[src/rtl/miner_pkg.sv]
// Shared types for the nonce search controller and the processor-array glue.
// Latency: n/a (types only).
// Backpressure: n/a (types only).
package miner_pkg;

  typedef logic [31:0] nonce_t;

  typedef enum logic [1:0] {
    IDLE,
    RUN,
    DRAIN,
    DONE
  } search_state_t;

  // One slot of the in-flight tracker: which base nonce a hash round carries.
  typedef struct packed {
    logic   valid;
    nonce_t base;
  } round_tag_t;

endpackage

[src/rtl/lowest_set_encoder.sv]
// Priority encoder: index of the lowest set request bit plus an any-set flag.
// Latency: purely combinational.
// Backpressure: none; output follows req directly.
module lowest_set_encoder #(
  parameter int unsigned N = 8,
  parameter int unsigned W = (N > 1) ? $clog2(N) : 1
) (
  input  logic [N-1:0] req,
  output logic [W-1:0] idx,
  output logic         any
);

  // Scan downward so the last assignment made is the lowest set bit.
  always_comb begin
    idx = '0;
    any = |req;
    for (int i = int'(N) - 1; i >= 0; i--) begin
      if (req[i]) idx = W'(i);
    end
  end

endmodule

[src/rtl/nonce_search_ctrl.sv]
// Nonce search FSM: one round per cycle to the hash array, lowest-index hit wins; SEARCH_STATS_EN adds rounds_o.
// Latency: result registered LATENCY+1 cycles after the winning (or last) round issues.
// Backpressure: proc_ready_i low stalls issue without skipping bases; the tag pipe fills with bubbles.
module nonce_search_ctrl
  import miner_pkg::*;
#(
  parameter int unsigned     NUMPROCESSORS = 10,
  parameter longint unsigned NONCESPACE    = 1024,
  parameter int unsigned     LATENCY       = 4,
  parameter int unsigned     PARTITIONBITS = (NUMPROCESSORS > 1) ? $clog2(NUMPROCESSORS) : 1
) (
  input  logic                     clk,
  input  logic                     rst,
  input  logic                     start_i,
  input  logic                     abort_i,
  input  logic                     proc_ready_i,
  input  logic [NUMPROCESSORS-1:0] success_i,
  output logic                     round_valid_o,
  output logic                     round_first_o,
  output logic [31:0]              round_base_o,
  output logic                     busy_o,
  output logic                     done_o,
`ifdef SEARCH_STATS_EN
  output logic [31:0]              rounds_o,
`endif
  output logic                     found_o,
  output logic [31:0]              nonce_o
);

  localparam logic [32:0] SPACE = 33'(NONCESPACE);
  localparam nonce_t      STEP  = 32'(NUMPROCESSORS);

  search_state_t state_q, state_d;

  nonce_t     base_q;
  logic       first_q;
  logic       found_q;
  nonce_t     nonce_q;
  round_tag_t tags_q [LATENCY];
  round_tag_t out_tag;

  logic                     issue;
  logic                     last_round;
  logic                     inflight;
  logic                     flush;
  logic                     take_hit;
  logic [NUMPROCESSORS-1:0] live_hits;
  logic [PARTITIONBITS-1:0] win_idx;
  logic                     hit_any;

  assign out_tag    = tags_q[LATENCY-1];
  assign issue      = (state_q == RUN) && proc_ready_i;
  assign last_round = ({1'b0, base_q} + {1'b0, STEP}) >= SPACE;

  // The final round may straddle the end of the nonce space; 33-bit sums keep
  // the comparison honest when NONCESPACE is 2^32.
  always_comb begin
    live_hits = '0;
    for (int i = 0; i < int'(NUMPROCESSORS); i++) begin
      live_hits[i] = out_tag.valid && success_i[i] &&
                     (({1'b0, out_tag.base} + 33'(i)) < SPACE);
    end
  end

  // Rounds still travelling towards the output stage.
  always_comb begin
    inflight = 1'b0;
    for (int k = 0; k < int'(LATENCY) - 1; k++) begin
      inflight = inflight | tags_q[k].valid;
    end
  end

  lowest_set_encoder #(
    .N(NUMPROCESSORS),
    .W(PARTITIONBITS)
  ) u_enc (
    .req(live_hits),
    .idx(win_idx),
    .any(hit_any)
  );

  always_comb begin
    state_d  = state_q;
    flush    = 1'b0;
    take_hit = 1'b0;
    if (abort_i) begin
      state_d = IDLE;
      flush   = 1'b1;
    end else if (start_i) begin
      state_d = RUN;
      flush   = 1'b1;
    end else begin
      unique case (state_q)
        IDLE: ;
        RUN: begin
          if (hit_any) begin
            take_hit = 1'b1;
            state_d  = DONE;
          end else if (issue && last_round) begin
            state_d = DRAIN;
          end
        end
        DRAIN: begin
          if (hit_any) begin
            take_hit = 1'b1;
            state_d  = DONE;
          end else if (!inflight) begin
            state_d = DONE;
          end
        end
        DONE: ;
        default: state_d = IDLE;
      endcase
    end
  end

  always_ff @(posedge clk) begin
    if (rst) state_q <= IDLE;
    else     state_q <= state_d;
  end

  always_ff @(posedge clk) begin
    if (rst || flush) begin
      base_q  <= '0;
      first_q <= 1'b1;
      found_q <= 1'b0;
      nonce_q <= '0;
    end else begin
      if (issue) begin
        base_q  <= base_q + STEP;
        first_q <= 1'b0;
      end
      if (take_hit) begin
        found_q <= 1'b1;
        nonce_q <= out_tag.base + 32'(win_idx);
      end
    end
  end

  // Shifts every cycle so a round's tag lines up with its success vector.
  always_ff @(posedge clk) begin
    if (rst || flush) begin
      for (int k = 0; k < int'(LATENCY); k++) tags_q[k] <= '0;
    end else begin
      tags_q[0] <= round_tag_t'{valid: issue, base: base_q};
      for (int k = 1; k < int'(LATENCY); k++) tags_q[k] <= tags_q[k-1];
    end
  end

`ifdef SEARCH_STATS_EN
  logic [31:0] rounds_q;

  always_ff @(posedge clk) begin
    if (rst || flush)  rounds_q <= '0;
    else if (issue)    rounds_q <= rounds_q + 32'd1;
  end

  assign rounds_o = rounds_q;
`endif

  assign round_valid_o = issue;
  assign round_first_o = issue && first_q;
  assign round_base_o  = base_q;
  assign busy_o        = (state_q == RUN) || (state_q == DRAIN);
  assign done_o        = (state_q == DONE);
  assign found_o       = found_q;
  assign nonce_o       = nonce_q;

endmodule

[config.mk]
export PLATFORM = sky130hd
export DESIGN_NAME = nonce_search_ctrl
export DESIGN_NICKNAME = d
export VERILOG_FILES = /design/src/rtl/miner_pkg.sv /design/src/rtl/lowest_set_encoder.sv /design/src/rtl/nonce_search_ctrl.sv
export SDC_FILE = /design/constraint.sdc
export NUM_CORES = 1
export LEC_CHECK = 0
export CAP_MARGIN = 10
export CORE_MARGIN = 2
export CORE_UTILIZATION = 55
export DETAILED_ROUTE_END_ITERATION = 10
export PLACE_DENSITY = 0.77
export RECOVER_POWER = 100
export SYNTH_ARGS = -nofsm -noshare
export SYNTH_HDL_FRONTEND = slang
export SYNTH_SLANG_ARGS = --single-unit
[constraint.sdc]
create_clock -name clk -period 6 [get_ports clk]
set_clock_uncertainty 0.1 [all_clocks]
set_input_delay 0.9 -clock clk [delete_from_list [all_inputs] [get_ports clk]]
set_output_delay 0.9 -clock clk [all_outputs]
set_load 0.01 [all_outputs]
== Word-level counts from Yosys, hierarchy flattened ==
Memories as Yosys holds them, arrays and structs flattened.
Cells that the tools add are included.
Storage, ports and cells
  word-level logic and storage cells: 105
  RAM bits: 132
  bits in registers: 68
  memories: 1
Memory list
  tags_q: depth 4, width 33, rd ports 4, clocked after memory_dff 0, write ports 4, RTL line nonce_search_ctrl.sv:39  | round_tag_t tags_q [LATENCY];
Cells by class
  reduce and logical (&&, ||, !) cells: 33
  $lt $le $gt $ge: 11
  equality and inequality tests: 7
  bitwise operators: 6
  muxes and demuxes: 29
  $add $sub $neg: 12
Operators by type and width (number)
  33-bit by 11-bit < comparator with 1-bit output (second input constant): 9
  32-bit by 3-bit adder with 33-bit output (second input constant): 4
  33-bit two-way mux: 4
  32-bit by 4-bit adder with 33-bit output (second input constant): 3
  32-bit by 2-bit adder with 33-bit output (second input constant): 2
  4-bit two-way mux: 10
  32-bit by 1-bit adder with 33-bit output (second input constant): 1
  33-bit by 11-bit greater-or-equal comparator with 1-bit output (second input constant): 1
  32-bit by 4-bit adder with 32-bit output: 1
  32-bit by 4-bit adder with 32-bit output (second input constant): 1
  32-bit by 11-bit < comparator with 1-bit output (second input constant): 1
  1-bit logical AND: 23
  1-bit two-way mux: 10
  10-bit OR reduction: 1
  2-bit two-way mux: 4
  4-bit inequality test (second input constant): 2
  3-bit inequality test (second input constant): 2
  1-bit bitwise OR: 6
  3-bit AND reduction: 2
  2-bit == test (second input constant): 2
  2-bit case mux with 2 select lines: 1
  2-bit OR reduction: 2
  3-bit nonzero test: 1
  3-bit OR reduction: 1
  other kinds (3): 4

== Longest topological paths before layout ==
An unclocked memory read counts as a cell.
  depth after elaboration: 15
  depth in mapped cells: 21

== Modules after synthesis ==
Synthesis repeated with hierarchy kept, for this count alone.
Unflattened totals
  cell total of the unflattened synthesis: 1034
  area total of the unflattened synthesis: 8954.8 um^2
Modules (own cells, without submodules)
  nonce_search_ctrl: sequential area each 3903.7 um^2, cells an instance 1016, instances 1, area each 8853.5 um^2
  lowest_set_encoder: sequential area each 0.0 um^2, cells an instance 18, instances 1, area each 101.3 um^2

== Least setup slack after synthesis ==
OpenSTA, ideal clock, no wires.
  path type: register to register
  from: mem tags_q[0][117] in the netlist's numbering
  to: reg nonce_q[9], in the netlist nonce_o[9]
  setup time: 0.115 ns
  arrival time: 4.135 ns
  data required time: 5.785 ns
  cell stages (with the launch flop): 20
  path slack: 1.650 ns
  cell sequence: dfxtp_1 > buf_1 > nand2_1 > or4_1 > o21ai_0 > nand3_1 > a2111oi_0 > and4_1 > o21ai_1 > a41o_1 > and2_1 > ha_1 > fa_1 > a21oi_1 > nor2b_1 > and3_1 > nand3_1 > xor2_1 > nor3_1 > o21a_1
RTL lines
  start: declaration: RTL line nonce_search_ctrl.sv:39
  end signal: assignment: RTL line nonce_search_ctrl.sv:135  | nonce_q <= out_tag.base + 32'(win_idx);
  end: declaration: RTL line nonce_search_ctrl.sv:38  | nonce_t nonce_q;

==> results.sh <==
export IMPL_status="finished with violations"
export IMPL_violations="max-capacitance violations, max-slew violations"
export IMPL_ys_seq_area_frac=0.434
export IMPL_area_delta_synth_final_pct=16.6
export IMPL_placed_cells=1273
export IMPL_p_seq_frac=0.530
export IMPL_antenna_found_initial=0
export IMPL_drv_cap=3
export IMPL_final_common_cell="dfxtp_1"
export IMPL_cts_sinks=195
export IMPL_n_fill_cell=1263
export IMPL_synth_top_family_by_area="simple AND/OR/NAND/NOR gates"
export IMPL_grt_max_degree=127
export IMPL_drt_wl_total_um=24500
export IMPL_die_h_um=132
export IMPL_cts_hold_buffers=0
export IMPL_comb_power_share=0.019
export IMPL_path_cells="nand4_2 > or4_1 > or3_1 > a32o_1 > or4b_4 > o41a_1 > o2111a_1 > nor2_1 > o21ai_0"
export IMPL_io_pins=84
export IMPL_cp_max_fo=23
export IMPL_syn_nets=1058
export IMPL_p_per_area_nw_per_um2=233
export IMPL_end_kind="flop"
export IMPL_post_route_util=0.659
export IMPL_synth_xor_area_frac=0.0535
export IMPL_vias=7803
export IMPL_viasPerCell=5.98
export IMPL_startpoint_type="flop"
export IMPL_finalWorstPathRequiredPeriod_ns=5.32
export IMPL_worst_path_buf_inv=0
export IMPL_first_global_vias=7288
export IMPL_intPower_w=0.00188
export IMPL_grt_overflow_total=0
export IMPL_setup_viol=0
export IMPL_startpoint="tags_q[0][110]"
export IMPL_ant_nets=0
export IMPL_root_buffer="clkbuf_16"
export IMPL_fin_cells=1305
export IMPL_tightest_slew_ns=3.57
export IMPL_clk_latency_ns=0.43
export IMPL_layout_drive_gt1_share=0.0652
export IMPL_grtUsageTotal=0.280
export IMPL_cp_data_arrival_time_ns=5.47
export IMPL_post_dp_hpwl_um=17400
export IMPL_r2r_start="tags_q[0][110]"
export IMPL_tritoncts="done"
export IMPL_avgSynthCellArea_um2=8.71
export IMPL_port_buffers=82
export IMPL_slowest_stage="nor2_1"
export IMPL_sw_frac_of_total=0.232
export IMPL_row_count=46
export IMPL_hold_viol_final=0
export IMPL_whs_ns=0.324
export IMPL_synth_area_leaders="dfxtp_1, and2_1, nor2_1, nand4_1, xnor2_1"
export IMPL_hold_class="reg2reg"
export IMPL_clk_pin_slew_ns=0.07
export IMPL_postSynth_topFlopCell="dfxtp_1"
export IMPL_grt_pass1_wl_um=39200
export IMPL_rsz0062_at_grt="no"
export IMPL_p_sw_w=0.000569
export IMPL_die_w_um=132
export IMPL_start_util=0.565
export IMPL_dieArea_um2=17400
export IMPL_yosys_area_share_simple=0.323
export IMPL_criticalPathCategory="reg2reg"
export IMPL_peakVddDrop_v=0.000224
export IMPL_postCtsSetupBuffers=0
export IMPL_final_nets=1100
export IMPL_synth_seq_cells=195
export IMPL_pwr_share_clk=0.452
export IMPL_synth_compound_area_frac=0.120
export IMPL_yosysUniqueCellTypes=73
export IMPL_synth_area_um2=9000
export IMPL_drc=0
export IMPL_core_um2=15900
export IMPL_yosys_area_top_type_share=0.434
export IMPL_drv_slew=185
export IMPL_grt_use_met3=0.0473
export IMPL_hp_start="tags_q[0][90]"
export IMPL_wl_per_cell_um=18.8
export IMPL_timing_fmax_mhz=188
export IMPL_synthAdderAreaFrac=0.0133
export IMPL_yosysTopAreaCell="dfxtp_1"
export IMPL_async_flop_share=0
export IMPL_top_usage_layer="met2"
export IMPL_cpPeakStageDelay_ns=1.17
export IMPL_synthCells=1034
export IMPL_layout_common_cells="dfxtp_1, nor2_1, and2_1, dlygate4sd3_1, and2_0"
export IMPL_p_leak_nw=3.84
export IMPL_final_period_utilization=0.887
export IMPL_slew_headroom=-1.38
export IMPL_clk_path_buf_depth=2
export IMPL_ys_warn_count=0
export IMPL_drt_pass1_iter_count=5
export IMPL_gr_usage_met2=0.466
export IMPL_synth_edff_count=0
export IMPL_cts_resized=0
export IMPL_reg2reg_slack_ns=0.68
export IMPL_required_ns=6.15
export IMPL_tns_ns=0
export IMPL_drt_initial_drc_count=722
export IMPL_cts_inserted_buffers=17
export IMPL_h_tree_depth=4
export IMPL_synthMuxAreaShare=0.00820
export IMPL_globalRouteMet1Util=0.338
export IMPL_critPathTopFamily="simple AND/OR/NAND/NOR gates"
export IMPL_antennaDiodeCount=0
export IMPL_place_congestion=1.03
cells in the mapped netlist, drive strengths merged (11+ instances only):
| master | n |
|---|---|
| and2 | 133 |
| dfxtp | 195 |
| nand4 | 45 |
| buf | 30 |
| a31oi | 11 |
| or4 | 11 |
| or3 | 22 |
| inv | 18 |
| nor3b | 21 |
| nand3 | 35 |
| clkbuf | 54 |
| and3 | 14 |
| nor2 | 74 |
| nand2 | 45 |
| xnor2 | 30 |
| a21oi | 35 |
| nor4 | 37 |
| and4 | 14 |
| a211oi | 11 |
| o21ai | 37 |
| xor2 | 25 |
| nor3 | 33 |
power by group through the flow:
stage | Clock [W] | Sequential (W) | Combinational (W)
4_1_cts | 0.00113 | 0.00129 | 0.0000471
3_3_place_gp | 0 | 0.00133 | 0.0000460
3_5_place_dp | 0 | 0.00133 | 0.0000463
6_report | 0.00111 | 0.00130 | 0.0000455
2_1_floorplan | 0 | 0.00133 | 0.0000256
5_1_grt | 0.00119 | 0.00130 | 0.0000508
stage by stage:
step / power, W / area (um^2) / worst slack [ns]
floorplan: 0.00135 / 9000 / 1.65
global placement: 0.00137 / 9930 / 0.932
detailed placement: 0.00137 / 9930 / 0.942
CTS: 0.00247 / 10500 / 0.937
global route: 0.00254 / 10500 / 0.324
finish: 0.00245 / 10500 / 0.675
state kept, by name, summed over array words and instances (netlist names):
signal,cells
state_q,2
nonce_o,32
first_q,1
tags_q,128
found_o,1
round_base_o,31
layout make-up:
class                   count  area (um^2)  share of cell area
repair buffers            107         1000              0.0953
multi-input cells         736         4650               0.443
clock buffers              17          425              0.0405
well taps                 216          270              0.0257
clock inverters            15          178              0.0169
flip-flops and latches    195         3900               0.372
inverters                  19         71.3             0.00679
logic make-up (layout without fill, tap and decap cells):
logic type | Yosys count | after routing
DFF | 195 | 195
muxes | 7 | 7
adders and majority gates | 9 | 9
xor gates and xnor gates | 55 | 55
and+or+nand+nor | 504 | 504
buffers and inverters | 103 | 158
AOI/OAI and AO/OA | 160 | 160
other | 1 | 1
worst register-to-register path, delay by kind of cell, from the launching register on:
kind | cells | cell delay (ns)
AND/OR/NAND/NOR | 5 | 3.05
AO/OA/AOI/OAI | 4 | 1.24
flip-flops | 1 | 0.77
metal layers:
layer	part of all wire	vias to the layer above
li1	-	3768
met1	0.40	3634
met2	0.48	326
met3	0.056	75
met4	0.060	0
met5	0	-
path summary, 6_finish.rpt:
path	to	depth (start not counted)
worst max-delay path	nonce_o[0]	9
worst min-delay path	tags_q[0][123]	1
worst max register to register	nonce_o[0]	9
worst min register to register	tags_q[0][123]	1
(Power assumes the default switching activity.)
